--- src/rtl/id_operand_reader.sv ---
// id_operand_reader -- decode-stage operand reader for the pipelined RV32 core.
//
// This block drives the register-file read addresses. It merges the RF read
// data with bypass values from the EX, MEM and WB stages, and detects load-use
// hazards, which raise a one-cycle stall. Resolved operands are registered into
// the ID/EX pipeline register. A saturating count of stall cycles is also kept.
//
// Ports
//   clk, rst                    clock; asynchronous active-high reset
//   id_valid, id_rs1/2,         instruction in IF/ID and the sources it reads
//     id_use_rs1/2
//   rf_a1/2 (out), rf_rd1/2     RF read addresses (combinational) and read data
//   ex_*/mem_*/wb_*             producers in the EX, MEM and WB stages
//   flush, hold                 squash the ID instruction / freeze the ID/EX register
//   stall (out)                 load-use stall; freezes PC and IF/ID
//   ex_op1/2_q, ex_rs1/2_q,     ID/EX pipeline register
//     ex_valid_q
//   stall_cnt                   saturating count of stall cycles

// Bypass mux for one source operand. The youngest producer wins. A load in EX
// has no data yet, so it is skipped here; the hazard logic stalls for it.
module id_operand_fwd #(
  parameter int XLEN = 32
) (
  input  logic [4:0]      i_rs,
  input  logic [XLEN-1:0] i_rf,
  input  logic            i_ex_we,
  input  logic            i_ex_is_load,
  input  logic [4:0]      i_ex_rd,
  input  logic [XLEN-1:0] i_ex_result,
  input  logic            i_mem_we,
  input  logic [4:0]      i_mem_rd,
  input  logic [XLEN-1:0] i_mem_result,
  input  logic            i_wb_we,
  input  logic [4:0]      i_wb_rd,
  input  logic [XLEN-1:0] i_wb_data,
  output logic [XLEN-1:0] o_op
);
  // Testing rs==0 first means a producer with rd==0 can never match.
  always_comb begin
    o_op = i_rf;
    if (i_rs == 5'd0)                                       o_op = '0;
    else if (i_ex_we && !i_ex_is_load && i_ex_rd == i_rs)   o_op = i_ex_result;
    else if (i_mem_we && i_mem_rd == i_rs)                  o_op = i_mem_result;
    else if (i_wb_we && i_wb_rd == i_rs)                    o_op = i_wb_data;
  end
endmodule

module id_operand_reader #(
  parameter int XLEN  = 32,
  parameter int CNT_W = 16
) (
  input  logic             clk,
  input  logic             rst,
  input  logic             id_valid,
  input  logic [4:0]       id_rs1,
  input  logic [4:0]       id_rs2,
  input  logic             id_use_rs1,
  input  logic             id_use_rs2,
  output logic [4:0]       rf_a1,
  output logic [4:0]       rf_a2,
  input  logic [XLEN-1:0]  rf_rd1,
  input  logic [XLEN-1:0]  rf_rd2,
  input  logic             ex_we,
  input  logic             ex_is_load,
  input  logic [4:0]       ex_rd,
  input  logic [XLEN-1:0]  ex_result,
  input  logic             mem_we,
  input  logic [4:0]       mem_rd,
  input  logic [XLEN-1:0]  mem_result,
  input  logic             wb_we,
  input  logic [4:0]       wb_rd,
  input  logic [XLEN-1:0]  wb_data,
  input  logic             flush,
  input  logic             hold,
  output logic             stall,
  output logic [XLEN-1:0]  ex_op1_q,
  output logic [XLEN-1:0]  ex_op2_q,
  output logic [4:0]       ex_rs1_q,
  output logic [4:0]       ex_rs2_q,
  output logic             ex_valid_q,
  output logic [CNT_W-1:0] stall_cnt
);
  localparam int NSRC = 2;

  logic [NSRC-1:0][4:0]      w_rs;
  logic [NSRC-1:0][XLEN-1:0] w_rf;
  logic [NSRC-1:0][XLEN-1:0] w_op;
  logic                      w_hz;

  logic [XLEN-1:0]  r_op1, r_op2;
  logic [4:0]       r_rs1, r_rs2;
  logic             r_valid;
  logic [CNT_W-1:0] r_cnt;

  assign rf_a1 = id_rs1;
  assign rf_a2 = id_rs2;
  assign w_rs  = {id_rs2, id_rs1};
  assign w_rf  = {rf_rd2, rf_rd1};

  for (genvar g = 0; g < NSRC; g++) begin : g_src
    id_operand_fwd #(.XLEN(XLEN)) u_fwd (
      .i_rs         (w_rs[g]),
      .i_rf         (w_rf[g]),
      .i_ex_we      (ex_we),
      .i_ex_is_load (ex_is_load),
      .i_ex_rd      (ex_rd),
      .i_ex_result  (ex_result),
      .i_mem_we     (mem_we),
      .i_mem_rd     (mem_rd),
      .i_mem_result (mem_result),
      .i_wb_we      (wb_we),
      .i_wb_rd      (wb_rd),
      .i_wb_data    (wb_data),
      .o_op         (w_op[g])
    );
  end

  // A load in EX cannot forward its result, so one bubble is needed. After
  // that bubble the load is in MEM and is picked up via mem_result.
  assign w_hz = ex_we && ex_is_load && (ex_rd != 5'd0) &&
                ((id_use_rs1 && ex_rd == id_rs1) || (id_use_rs2 && ex_rd == id_rs2));
  // A flush squashes the dependent instruction, so it does not need to wait.
  assign stall = id_valid && w_hz && !flush;

  always_ff @(posedge clk or posedge rst) begin
    if (rst) begin
      r_valid <= 1'b0;
      r_op1   <= '0;
      r_op2   <= '0;
      r_rs1   <= '0;
      r_rs2   <= '0;
    end else if (flush || (stall && !hold)) begin
      // Squash or bubble. Operands are zeroed whatever id_use_rsN says.
      r_valid <= 1'b0;
      r_op1   <= '0;
      r_op2   <= '0;
      r_rs1   <= '0;
      r_rs2   <= '0;
    end else if (!hold) begin
      r_valid <= id_valid;
      r_op1   <= w_op[0];
      r_op2   <= w_op[1];
      r_rs1   <= id_rs1;
      r_rs2   <= id_rs2;
    end
  end

  // Counts cycles in which the stall actually takes effect. The counter holds
  // at all-ones instead of wrapping.
  always_ff @(posedge clk or posedge rst) begin
    if (rst)                                          r_cnt <= '0;
    else if (stall && !hold && r_cnt != {CNT_W{1'b1}}) r_cnt <= r_cnt + 1'b1;
  end

  assign ex_op1_q   = r_op1;
  assign ex_op2_q   = r_op2;
  assign ex_rs1_q   = r_rs1;
  assign ex_rs2_q   = r_rs2;
  assign ex_valid_q = r_valid;
  assign stall_cnt  = r_cnt;
endmodule

--- config.mk ---
export PLATFORM = sky130hd
export DESIGN_NAME = id_operand_reader
export DESIGN_NICKNAME = d
export VERILOG_FILES = /design/src/rtl/id_operand_reader.sv
export SDC_FILE = /design/constraint.sdc
export NUM_CORES = 1
export LEC_CHECK = 0
export CAP_MARGIN = 5
export CORE_MARGIN = 1.5
export CORE_UTILIZATION = 48
export DETAILED_ROUTE_END_ITERATION = 7
export PLACE_DENSITY = 0.95
export REMOVE_ABC_BUFFERS = 1
export SLEW_MARGIN = 10
export SYNTH_ARGS = -nofsm -noshare
export SYNTH_HDL_FRONTEND = slang
export SYNTH_HIERARCHICAL = 1
export SYNTH_SLANG_ARGS = --single-unit
--- constraint.sdc ---
create_clock -name clk -period 7.4 [get_ports clk]
set_input_delay 1.48 -clock clk [delete_from_list [all_inputs] [get_ports clk]]
set_output_delay 1.48 -clock clk [all_outputs]
set_load 0.02 [all_outputs]
# After elaboration in Yosys (flattened, before gate mapping)
# Index checks and enable logic that the tools add are counted.
dict set report word_totals {
  rom_bits 0
  latch_bits 0
  ramBits 0
  mem_count 0
  register_bits 91
}
dict set report op_classes {
  magnitude_cmp 0
  reduce_logical 24
  shift 0
  add_sub_neg 1
  div 0
  n_eq_ne 8
  mux 18
  bitwise_logic 0
  multipliers 0
}
# operator count
set op_table {}
lappend op_table {{$mux W32} 12}
lappend op_table {{$eq A5 B5 Y1} 6}
lappend op_table {{$mux W5} 4}
lappend op_table {{$add A16 B1 Y16 const B} 1}
lappend op_table {{$logic_and A1 B1 Y1} 16}
lappend op_table {{$ne A16 B16 Y1 const B} 1}
lappend op_table {{$logic_not A5 Y1} 2}
lappend op_table {{$reduce_bool A5 Y1} 1}
lappend op_table {{$logic_not A1 Y1} 3}
lappend op_table {{$logic_or A1 B1 Y1} 2}
lappend op_table {{$mux W1} 2}
lappend op_table {{$ne A2 B1 Y1 const B} 1}

# Longest topological paths before layout
dict set report depth {
  depth_word 9
  mapped_depth 10
}

# Modules after synthesis
# Netlist, hierarchy kept.
# module instances area_each_um2 cells_per_inst seq_area_each_um2
set modules_own_cells {}
lappend modules_own_cells {id_operand_reader 1 4635.7 517 2277.2}
lappend modules_own_cells {id_operand_fwd 2 1406.3 171 0.0}

# Worst setup path before layout
# OpenSTA, ideal clock, no wires.
dict set report synth_timing {
  kind {in2out}
  from {input ex_rd[3]}
  to {output stall}
  t_arrival_ps 2662
  cell_stages 5
  slack_ps 3258
  cell_sequence {xor2_1 nor4_2 a32oi_2 clkbuf_1 nor2_1}
}
dict set report synth_via {
  elab_chain_len 6
}
# item line_no
set synth_rtl {}
lappend synth_rtl {{start, declared} 66} ;# input logic [4:0] ex_rd,
lappend synth_rtl {{$eq A5 B5 Y1} 122} ;# ((id_use_rs1 && ex_rd == id_rs1) || (id_use_rs2 && ex_rd == id_rs2));
lappend synth_rtl {{$logic_and A1 B1 Y1} 122}
lappend synth_rtl {{$logic_or A1 B1 Y1} 122}
lappend synth_rtl {{$logic_and A1 B1 Y1 *} 121} ;# assign w_hz = ex_we && ex_is_load && (ex_rd != 5'd0) &&
lappend synth_rtl {{$logic_and A1 B1 Y1 * (2 in a row)} 124} ;# assign stall = id_valid && w_hz && !flush;
lappend synth_rtl {{end, declared} 76} ;# output logic stall,
# Mark *: on every way between the ends. The rest lies on a longest branch, timed or not.

# Worst setup path after layout
dict set report layout_timing {
  from {input ex_rd[0]}
  to {output stall}
}
# Same word-level chain as after synthesis.

==> impl_metrics.json <==
{
  "run_status": "finished clean",
  "timing.rr.start": "stall_cnt[0]",
  "route.met3.wl_um": 1950,
  "gr-total-overflow": 0,
  "wirelength_um": 24900,
  "synth_top_area_share_pct": 30.6,
  "die_area_um2": 16300,
  "clk_pin_slew_ns": 0.07,
  "p_leak_nw": 4.20,
  "grt_max_degree": 99,
  "port_buffers": 297,
  "clk_path_buf_depth": 2,
  "ys_dominant_reg_cell": "dfrtp_1",
  "routed.top_layer": "met4",
  "gp_congestion": 0.820,
  "crit_type": "input pin to output port",
  "tns_ns": 0,
  "clock_latency_ns": 0.34,
  "reg2reg_depth": 6,
  "drive_gt1_share_pct": 9.70,
  "worstHoldPathType": "flip-flop to flip-flop",
  "rows": 45,
  "cts_hold_buf": 0,
  "crit_top_cell": "clkdlybuf4s50_1",
  "synth_edf_count": 0,
  "path_buf_inv": 2,
  "power_density_nw_per_um2": 135,
  "initial_core_util_pct": 49.0,
  "antenna_found_initial": 0,
  "rrSetupSlack_ns": 5.13,
  "ys_async_sr_fraction_pct": 100,
  "diodes": 0,
  "nets": 1285,
  "cts_root_buf": "clkbuf_16",
  "drt_iter0_drc": 599,
  "postRouteAntennaNets": 0,
  "ys_seq_elements": 91,
  "synth_warnings": 6,
  "drt-met1-wl_um": 9830,
  "multi_input_area_um2": 4450,
  "htree_levels": 3,
  "max-vdd-ir-drop_v": 0.0000995,
  "tightest_slew_ns": 1.31,
  "min_from": "stall_cnt[12]",
  "dr.pass1.iters": 5,
  "ys_seq_area_share_pct": 30.6,
  "crit_chain": "clkdlybuf4s50_1, xor2_1, nor4_1, a32oi_4, nor2_1, clkdlybuf4s50_1",
  "cap_violations": 0,
  "fin_crit_ns": 5.20,
  "fin_cells": 1281,
  "grt_pass1_vias": 7416,
  "clock_skew_ns": 0.00197,
  "dp_hpwl_um": 16800,
  "area_growth_pct": 41.3,
  "avgSynthCellArea_um2": 8.67,
  "core_area_um2": 15200,
  "dp_cells": 1265,
  "setup_violations": 0,
  "synthCells": 859,
  "critPathMaxStageDelay_ns": 0.75,
  "post_cts_buffers": 0,
  "met2_length_um": 12300,
  "cts_buffers": 9,
  "finalHoldViolCount": 0,
  "worstPathArrival_ns": 3.72,
  "rsz0062_at_grt": "false",
  "drc_errors": 0,
  "drv_slew": 0,
  "cp_max_fo": 5,
  "slowest_stage": "clkdlybuf4s50_1",
  "crit_family": "buffers and inverters",
  "tritoncts": "done",
  "viasPerCell": 5.84,
  "yosys.area.top_type": "dfrtp_1",
  "synth_cell_types": 38,
  "slew_headroom_pct": 12.4,
  "synthTopCellsByArea": "dfrtp_1 31%, a221oi_2 12%, o21ai_0 9.0%",
  "cts_resized": 0,
  "fin_crit_sh_pct": 70.3,
  "drt-wirelength-per-cell_um": 19.4,
  "critPathLaunchType": "input pin",
  "dieWidth_um": 128,
  "fmax_ghz": 0.192,
  "r2r-end": "stall_cnt[1]",
  "io_pins": 298,
  "gr-usage-all-layers_pct": 29.9,
  "required_ns": 5.92,
  "die_y_um": 128,
  "grt_pass1_wl_um": 38200,
  "cts.sinks": 91,
  "vias": 7487,
  "syn_area_um2": 7450,
  "hold_path_depth": 1,
  "end_kind": "output port",
  "fillCellCount": 1139,
  "min_to": "stall_cnt[12]",
  "seq_area_um2": 2280
}
==> metrics by stage <==
step	instance area (um^2)	util, %	power (W)	worst slack [ns]	hold slack [ns]
floorplan	6950	-	0.000724	1.89	0.596
global placement	10200	67.3	0.000955	2.18	0.487
detailed placement	10200	67.3	0.000964	2.14	0.492
CTS	10500	69.2	0.00143	2.14	0.504
global route	10500	69.2	0.00149	2.08	0.514
finish	10500	69.2	0.00142	2.20	0.496
==> placed cells by master, fill, tap and decap left out, types with 2 or more instances in the layout <==
cell,instances
clkdlybuf4s50_1,295
o21ai_0,134
dfrtp_1,91
nand2_1,81
nor2b_1,75
a21oi_1,75
inv_1,66
mux2i_1,64
a221oi_2,60
xor2_1,45
xnor2_1,10
nor3_1,9
clkbuf_16,9
buf_4,8
nand3_1,7
nor4_1,6
and3_1,5
nor2_1,5
o21ai_1,5
nor4_2,4
clkinv_2,4
a221oi_1,4
nand4_1,3
nor4_4,2
nor3b_2,2
nor3b_1,2
nand4b_2,2
nor2b_4,2
and2_4,2
and3_2,2
==> synth_stat cells, types with 2 or more instances <==
cell / count
a21oi_1: 75
nor2b_1: 75
buf_2: 5
o21ai_1: 5
and3_1: 7
nor3b_1: 2
nor3b_2: 2
nand4b_2: 2
buf_6: 10
o21ai_0: 134
a221oi_2: 60
nand2_1: 81
inv_1: 67
nor4_4: 2
nor3_1: 9
nand4_1: 3
nor2b_4: 2
dfrtp_1: 91
and2_4: 2
xor2_1: 45
xnor2_1: 10
nor2_1: 5
a221oi_1: 4
clkbuf_1: 47
buf_4: 24
nand3_1: 7
mux2i_1: 64
nor4_1: 6
nor4_2: 4
==> kinds of logic after synthesis <==
logic type	after synthesis	share of synthesized area, %
xor+xnor	55	6.47
mux	65	8.75
buf+inv	153	10.0
simple gates	213	16.5
fa+ha+maj	1	0.168
flops	91	30.6
compound gates	281	27.5
==> flip-flops by register name, indices dropped and copies added (netlist names) <==
name,count
stall_cnt,16
ex_rs2_q,5
ex_op2_q,32
ex_op1_q,32
ex_valid_q,1
ex_rs1_q,5
==> layer usage <==
metal | up-vias | track usage (%)
met2 | 386 | 51.3
met1 | 3577 | 36.0
met4 | 0 | 14.8
met3 | 60 | 5.82
met5 | - | 0
li1 | 3464 | -
==> cell type report <==
class,instances,area share (%)
tap,188,2.24
clock buffer,9,2.14
inverter,67,2.41
sequential,91,21.6
timing repair buffer,304,28.7
clock inverter,7,0.642
multi-input combinational,615,42.3
==> where the power goes <==
part / switching, W / internal, W
combinational: 0.000203 / 0.000220
sequential: 0.0000145 / 0.000522
clock: 0.000203 / 0.000261
total: 0.000421 / 0.00100
==> worst max-delay path by stage <==
stage	start	endpoint	slack (ns)	depth (start not counted)
5_1_grt	id_rs2[0]	stall	2.08	6
6_report	ex_rd[0]	stall	2.20	6
3_5_place_dp	ex_rd[0]	stall	2.14	6
3_3_place_gp	ex_rd[0]	stall	2.18	6
2_1_floorplan	ex_rd[2]	stall	1.89	4
4_1_cts	ex_rd[0]	stall	2.14	6
No activity file was read; power rests on OpenSTA's default activity.
